File: config.mk
export PLATFORM = sky130hd
export DESIGN_NAME = lcd1602_drive
export DESIGN_NICKNAME = d
export VERILOG_FILES = /design/src/rtl/lcd1602_drive_pkg.sv /design/src/rtl/lcd1602_drive_step_timer.sv /design/src/rtl/lcd1602_drive.sv
export SDC_FILE = /design/constraint.sdc
export NUM_CORES = 1
export LEC_CHECK = 0
export ABC_AREA = 1
export CORE_ASPECT_RATIO = 0.5
export CORE_MARGIN = 2
export CORE_UTILIZATION = 47
export DETAILED_ROUTE_END_ITERATION = 10
export PLACE_DENSITY = 0.72
export REMOVE_ABC_BUFFERS = 1
export SYNTH_ARGS = -nofsm -noshare
export SYNTH_HDL_FRONTEND = slang
export SYNTH_SLANG_ARGS = --single-unit
File: constraint.sdc
create_clock -name CLOCK_50 -period 2.6 [get_ports CLOCK_50]
set_clock_uncertainty 0.15 [all_clocks]
set_input_delay 0.78 -clock CLOCK_50 [delete_from_list [all_inputs] [get_ports CLOCK_50]]
set_output_delay 0.78 -clock CLOCK_50 [all_outputs]
set_load 0.02 [all_outputs]
File: src/rtl/lcd1602_drive_pkg.sv
// Shared types, HD44780 command bytes and character helpers for the LCD1602 driver.
package lcd_pkg;

  typedef enum logic [2:0] {
    POR   = 3'd0,
    INIT  = 3'd1,
    ADDR1 = 3'd2,
    LINE1 = 3'd3,
    ADDR2 = 3'd4,
    LINE2 = 3'd5
  } lcd_state_t;

  localparam logic [7:0] LCD_CMD_FUNCSET = 8'h38;
  localparam logic [7:0] LCD_CMD_DISPON  = 8'h0C;
  localparam logic [7:0] LCD_CMD_ENTRY   = 8'h06;
  localparam logic [7:0] LCD_CMD_CLEAR   = 8'h01;
  localparam logic [7:0] LCD_CMD_LINE1   = 8'h80;
  localparam logic [7:0] LCD_CMD_LINE2   = 8'hC0;
  localparam logic [7:0] LCD_CHAR_SPACE  = 8'h20;

  localparam int LCD_NCHARS = 25;
  localparam int LCD_VEC_W  = LCD_NCHARS * 8;

  function automatic logic [7:0] init_cmd(input logic [1:0] i);
    logic [7:0] c;
    case (i)
      2'd0:    c = LCD_CMD_FUNCSET;
      2'd1:    c = LCD_CMD_DISPON;
      2'd2:    c = LCD_CMD_ENTRY;
      default: c = LCD_CMD_CLEAR;
    endcase
    return c;
  endfunction

  // Character k of the snapshot; positions beyond the supplied text pad with spaces.
  function automatic logic [7:0] lcd_byte(input logic [LCD_VEC_W-1:0] v, input logic [4:0] k);
    logic [7:0] b;
    b = LCD_CHAR_SPACE;
    if (k < 5'(LCD_NCHARS)) b = v[8*k +: 8];
    return b;
  endfunction

endpackage

File: src/rtl/lcd1602_drive_step_timer.sv
// Bus step timer: free-running step counter with step-start pulse and enable-strobe window.
module lcd_step_timer #(
  parameter int STEP_CYC = 50000
) (
  input  logic clk,
  input  logic rst,
  output logic step_start,
  output logic en_window
);

  localparam int SC_W = $clog2(STEP_CYC);
  localparam logic [SC_W-1:0] SC_LAST = SC_W'(STEP_CYC - 1);
  localparam logic [SC_W-1:0] EN_LO   = SC_W'(STEP_CYC / 4);
  localparam logic [SC_W-1:0] EN_HI   = SC_W'((3 * STEP_CYC) / 4);

  logic [SC_W-1:0] r_sc;

  always_ff @(posedge clk) begin
    if (rst)                  r_sc <= '0;
    else if (r_sc == SC_LAST) r_sc <= '0;
    else                      r_sc <= r_sc + 1'b1;
  end

  assign step_start = (r_sc == '0);
  assign en_window  = (r_sc >= EN_LO) && (r_sc < EN_HI);

endmodule

File: src/rtl/lcd1602_drive.sv
// LCD1602 8-bit write-only driver: power-on wait, init, then continuous two-line refresh.
// Optional backlight PWM when LCD_BL_PWM_EN is defined.
module lcd1602_drive
  import lcd_pkg::*;
#(
  parameter int STEP_CYC  = 50000,
  parameter int POR_STEPS = 20,
  parameter int BL_DUTY   = 8
) (
  input  logic                 CLOCK_50,
  input  logic                 rst,
  input  logic [LCD_VEC_W-1:0] data_in,
  input  logic                 bl_in,
  output logic [7:0]           LCD_DATA,
  output logic                 LCD_RS,
  output logic                 LCD_RW,
  output logic                 LCD_EN,
  output logic                 LCD_ON,
  output logic                 LCD_BLON,
  output logic                 frame_done,
  output lcd_state_t           dbg_state
);

  localparam logic [7:0] POR_LAST = 8'(POR_STEPS);

  logic                 w_step_start;
  logic                 w_en_window;
  lcd_state_t           r_state;
  logic [7:0]           r_idx;
  logic [7:0]           r_data;
  logic                 r_rs;
  logic                 r_en;
  logic                 r_done;
  logic                 r_blon;
  logic [LCD_VEC_W-1:0] r_snap;

  lcd_step_timer #(.STEP_CYC(STEP_CYC)) u_timer (
    .clk        (CLOCK_50),
    .rst        (rst),
    .step_start (w_step_start),
    .en_window  (w_en_window)
  );

  // Each step-start edge chooses the byte presented for the whole step that follows.
  always_ff @(posedge CLOCK_50) begin
    if (rst) begin
      r_state <= POR;
      r_idx   <= '0;
      r_data  <= '0;
      r_rs    <= 1'b0;
      r_en    <= 1'b0;
      r_done  <= 1'b0;
      r_snap  <= '0;
    end else begin
      r_done <= 1'b0;
      r_en   <= w_en_window && (r_state != POR);
      if (w_step_start) begin
        case (r_state)
          POR: begin
            if (r_idx == POR_LAST) begin
              r_state <= INIT;
              r_idx   <= '0;
              r_data  <= init_cmd(2'd0);
              r_rs    <= 1'b0;
            end else begin
              r_idx <= r_idx + 8'd1;
            end
          end
          INIT: begin
            if (r_idx == 8'd3) begin
              r_state <= ADDR1;
              r_idx   <= '0;
              r_data  <= LCD_CMD_LINE1;
              r_rs    <= 1'b0;
              r_snap  <= data_in;
            end else begin
              r_idx  <= r_idx + 8'd1;
              r_data <= init_cmd(2'(r_idx + 8'd1));
            end
          end
          ADDR1: begin
            r_state <= LINE1;
            r_idx   <= '0;
            r_data  <= lcd_byte(r_snap, 5'd0);
            r_rs    <= 1'b1;
          end
          LINE1: begin
            if (r_idx == 8'd15) begin
              r_state <= ADDR2;
              r_idx   <= '0;
              r_data  <= LCD_CMD_LINE2;
              r_rs    <= 1'b0;
            end else begin
              r_idx  <= r_idx + 8'd1;
              r_data <= lcd_byte(r_snap, 5'(r_idx + 8'd1));
            end
          end
          ADDR2: begin
            r_state <= LINE2;
            r_idx   <= '0;
            r_data  <= lcd_byte(r_snap, 5'd16);
            r_rs    <= 1'b1;
          end
          LINE2: begin
            if (r_idx == 8'd15) begin
              r_state <= ADDR1;
              r_idx   <= '0;
              r_data  <= LCD_CMD_LINE1;
              r_rs    <= 1'b0;
              r_snap  <= data_in;
              r_done  <= 1'b1;
            end else begin
              r_idx  <= r_idx + 8'd1;
              r_data <= lcd_byte(r_snap, 5'(r_idx + 8'd17));
            end
          end
          default: begin
            r_state <= POR;
            r_idx   <= '0;
          end
        endcase
      end
    end
  end

`ifdef LCD_BL_PWM_EN
  // PWM counter wraps once per bus step; duty is BL_DUTY sixteenths.
  localparam int PDIV = ((STEP_CYC / 16) < 1) ? 1 : (STEP_CYC / 16);
  localparam logic [31:0] PDIV_LAST = 32'(PDIV - 1);
  localparam logic [4:0]  DUTY5     = 5'((BL_DUTY > 16) ? 16 : BL_DUTY);

  logic [31:0] r_pdiv;
  logic [3:0]  r_pc;
  logic        r_bl;

  always_ff @(posedge CLOCK_50) begin
    if (rst) begin
      r_pdiv <= '0;
      r_pc   <= '0;
      r_bl   <= 1'b0;
      r_blon <= 1'b0;
    end else begin
      r_bl <= bl_in;
      if (r_pdiv == PDIV_LAST) begin
        r_pdiv <= '0;
        r_pc   <= r_pc + 4'd1;
      end else begin
        r_pdiv <= r_pdiv + 32'd1;
      end
      r_blon <= r_bl && ({1'b0, r_pc} < DUTY5);
    end
  end
`else
  always_ff @(posedge CLOCK_50) begin
    if (rst) r_blon <= 1'b0;
    else     r_blon <= bl_in;
  end
`endif

  assign LCD_DATA   = r_data;
  assign LCD_RS     = r_rs;
  assign LCD_RW     = 1'b0;
  assign LCD_EN     = r_en;
  assign LCD_ON     = 1'b1;
  assign LCD_BLON   = r_blon;
  assign frame_done = r_done;
  assign dbg_state  = r_state;

endmodule

==> flow_metrics.tcl, run 1 <==
set metrics [dict create \
    outcome "finished, final reports clean" \
    cts_buffer_depth 3 \
    fp-row-count 40 \
    grt_pass1_wl_mm 52.8 \
    r2r_cells 11 \
    gp_congestion 0.925 \
    hold_end "LCD_DATA[7]" \
    drive_above_1_share_pct 5.71 \
    synth_area_leaders "dfxtp_1 42%, a21oi_1 11%, nand2_1 8.8%, o21ai_1 8.8%, inv_1 8.5%" \
    synth-edff-count 0 \
    worstMarginPinSlew_ns 0.642 \
    grt-ovfl-total 0 \
    setup_viol 0 \
    clock_sinks 239 \
    synth_top_cell_by_area "dfxtp_1" \
    die_h_um 114 \
    ant_nets 0 \
    start_util_pct 47.7 \
    place_worst_setup_slack_ns 0.174 \
    cts_tree "done" \
    wirelength_mm 32.6 \
    synth_most_common_cell "nand2_1" \
    port_buffers 217 \
    synth-main-ff-cell "dfxtp_1" \
    hold_viol_final 0 \
    fmax_mhz 405 \
    postCtsHoldBufs 0 \
    finalCriticalPeriod_ns 2.47 \
    crit_arrival_ns 1.54 \
    slew-limit-headroom_pct 57.2 \
    cp-start-kind "flop" \
    tns_ns 0 \
    num_vias 11300 \
    dieArea_mm2 0.0256 \
    rsz0062_at_grt "false" \
    grt_max_degree 98 \
    path_class "reg -> out" \
    fin_ws_ns 0.132 \
    drv_cap 0 \
    ys_warn_count 0 \
    core-area_mm2 0.0239 \
    reg2reg_from "r_idx[1]" \
    dp_hpwl_mm 22.6 \
    ys_top_cells_by_count "269 x nand2_1, 258 x inv_1, 247 x a21oi_1" \
    drv_slew 0 \
    async_flop_share_pct 0 \
    max_stage_delay_ns 0.69 \
    path_clk_slew_ns 0.07 \
    syn_area_mm2 0.0114 \
    yosysUniqueCellTypes 39 \
    synth_seq_cells 239 \
    antenna_cells 0 \
    layout.nets 2055 \
    crit_family "buffers and inverters" \
    wire_per_inst_um 15.0 \
    peakVddDrop_v 0.000579 \
    clk_latency_ns 0.52 \
    drc 0 \
    via_per_inst 5.20 \
    cts-root-buf "clkbuf_16" \
    r2r_end "r_snap[122]" \
    synth_top_area_share_pct 41.9 \
    crit_path_cell_trace "clkdlybuf4s50_1" \
    cts_buffers 22 \
    p_per_area_mw_per_mm2 772 \
    whs_path_depth 2 \
    power.leakage_nw 6.42 \
    hp-start "LCD_DATA[7]" \
    finalPower_mw 11.3 \
    seq_area_frac_synth_pct 41.9 \
    die_w_um 224 \
    antenna_found_initial 0 \
    cp.required_ns 1.67 \
    crit_slowest_cell "clkdlybuf4s50_1" \
    cp_num_buf_inv 1 \
    drt_pass1_iterations 5 \
    cp_max_fo 2 \
    grt_pass1_vias 10400 \
    synthCells 1666 \
    hp-class "reg -> reg" \
    fin_crit_sh_pct 94.9 \
    drt-initial-drc-count 1057 \
    area_delta_synth_final_pct 28.4 \
    io_pins 220 \
    grt_usage_pct 25.3 \
    htree_levels 1 \
    avgSynthCellArea_um2 6.85 \
    rrSetupSlack_ns 0.24 \
    crit_path_end_kind "output port" \
]
-- per-stage QoR --
step	hold slack (ns)	std cells	util (%)	instance area, µm²
6_report	0.328	2173	61.2	14700
5_1_grt	0.351	2173	61.2	14700
4_1_cts	0.330	2171	61.1	14600
3_5_place_dp	0.320	2135	58.2	13900
3_3_place_gp	0.304	2135	58.2	13900
2_1_floorplan	0.291	1554	-	10800
-- cells in the final DEF, fill, tap and decap left out, types with 4 or more instances in the layout --
| cell | synthesis | layout |
|---|---|---|
| clkinv_2 | 0 | 6 |
| clkdlybuf4s50_1 | 0 | 214 |
| nor4_1 | 6 | 6 |
| nand2_2 | 3 | 4 |
| o21ai_0 | 28 | 28 |
| clkbuf_8 | 0 | 6 |
| buf_4 | 3 | 35 |
| o21ai_1 | 201 | 201 |
| a21oi_1 | 247 | 247 |
| dfxtp_1 | 239 | 237 |
| xor2_1 | 4 | 4 |
| inv_2 | 4 | 4 |
| ha_1 | 6 | 5 |
| nand3_1 | 168 | 168 |
| nand2_1 | 269 | 268 |
| nor3_1 | 8 | 8 |
| o22ai_1 | 4 | 4 |
| inv_1 | 258 | 256 |
| a31oi_1 | 4 | 4 |
| o211ai_1 | 4 | 4 |
| o221ai_1 | 4 | 4 |
| clkbuf_16 | 0 | 24 |
| buf_12 | 0 | 15 |
| nor2_1 | 69 | 69 |
-- layer usage --
layer | wire, µm | up-vias | global-route usage (%)
li1 | - | 5797 | -
met1 | 15700 | 5186 | 36.0
met2 | 14800 | 272 | 41.4
met3 | 1710 | 35 | 3.49
met4 | 480 | 0 | 5.12
met5 | 0 | - | 0
-- worst max path at each step --
stage                       from          endpoint  depth (start not counted)
finish               LCD_DATA[3]       LCD_DATA[3]                          1
global route            r_idx[0]       LCD_DATA[7]                         12
CTS                 dbg_state[1]      dbg_state[1]                          1
detailed placement           rst  u_timer.r_sc[10]                          6
global placement             rst  u_timer.r_sc[10]                          6
floorplan               r_idx[0]         r_snap[0]                          8
-- sequential cells by signal, indices dropped and copies added (netlist names) --
name          cells
dbg_state         3
LCD_RS            1
u_timer.r_sc     16
r_idx             8
frame_done        1
LCD_BLON          1
LCD_DATA          8
r_snap          200
LCD_EN            1
-- where the power goes --
group          internal, mW  switching [mW]  leakage [nW]
clock                  1.77            1.42         0.352
combinational          1.47            2.28          4.14
sequential             4.11           0.261          1.94
total                  7.35            3.96          6.42
-- final cells by class --
type                       instances  area (µm²)
clock inverter                     6        33.8
clock buffer                      30         662
tap                              315         394
multi-input combinational       1050        5010
sequential                       239        4790
fill                            2251        9270
timing repair buffer             268        2760
inverter                         265        1000
-- cells by family (layout without fill, tap and decap cells) --
kind of cell / Yosys count / in the layout / synth area share (%)
and+or+nand+nor: 534 / 534 / 20.0
AOI/OAI and AO/OA: 503 / 503 / 22.8
buffers and inverters: 377 / 569 / 14.2
DFF: 239 / 239 / 41.9
adders and majority gates: 6 / 6 / 0.658
xor gates and xnor gates: 5 / 5 / 0.384
other: 2 / 2 / 0.0658
-- worst min-delay path, delay by kind of cell (launching register included) --
| family | cells | cell delay, ns |
|---|---|---|
| compound gates | 1 | 0.06 |
| flops | 1 | 0.32 |
| simple gates | 1 | 0.06 |
-- repair_timing --
| action | CTS | global route |
|---|---|---|
| hold endpoints to repair | 0 | 0 |
| setup buffers | 0 | 1 |
| pin swaps | 0 | 1 |
| gates cloned | 0 | 1 |
| resized for setup | 1 | 3 |
| setup endpoints to repair | 1 | 3 |
No activity file was read; power rests on OpenSTA's default activity.
==> run 2: changes to the inputs <==
--- a/config.mk
+++ b/config.mk
@@ -10,6 +10,7 @@
 export CORE_MARGIN = 2
 export CORE_UTILIZATION = 47
 export DETAILED_ROUTE_END_ITERATION = 10
+export GPL_TIMING_DRIVEN = 1
 export PLACE_DENSITY = 0.72
 export REMOVE_ABC_BUFFERS = 1
 export SYNTH_ARGS = -nofsm -noshare
==> results of run 2 <==
Same layout as run 1: the final DEF is identical, and so are final timing and power.
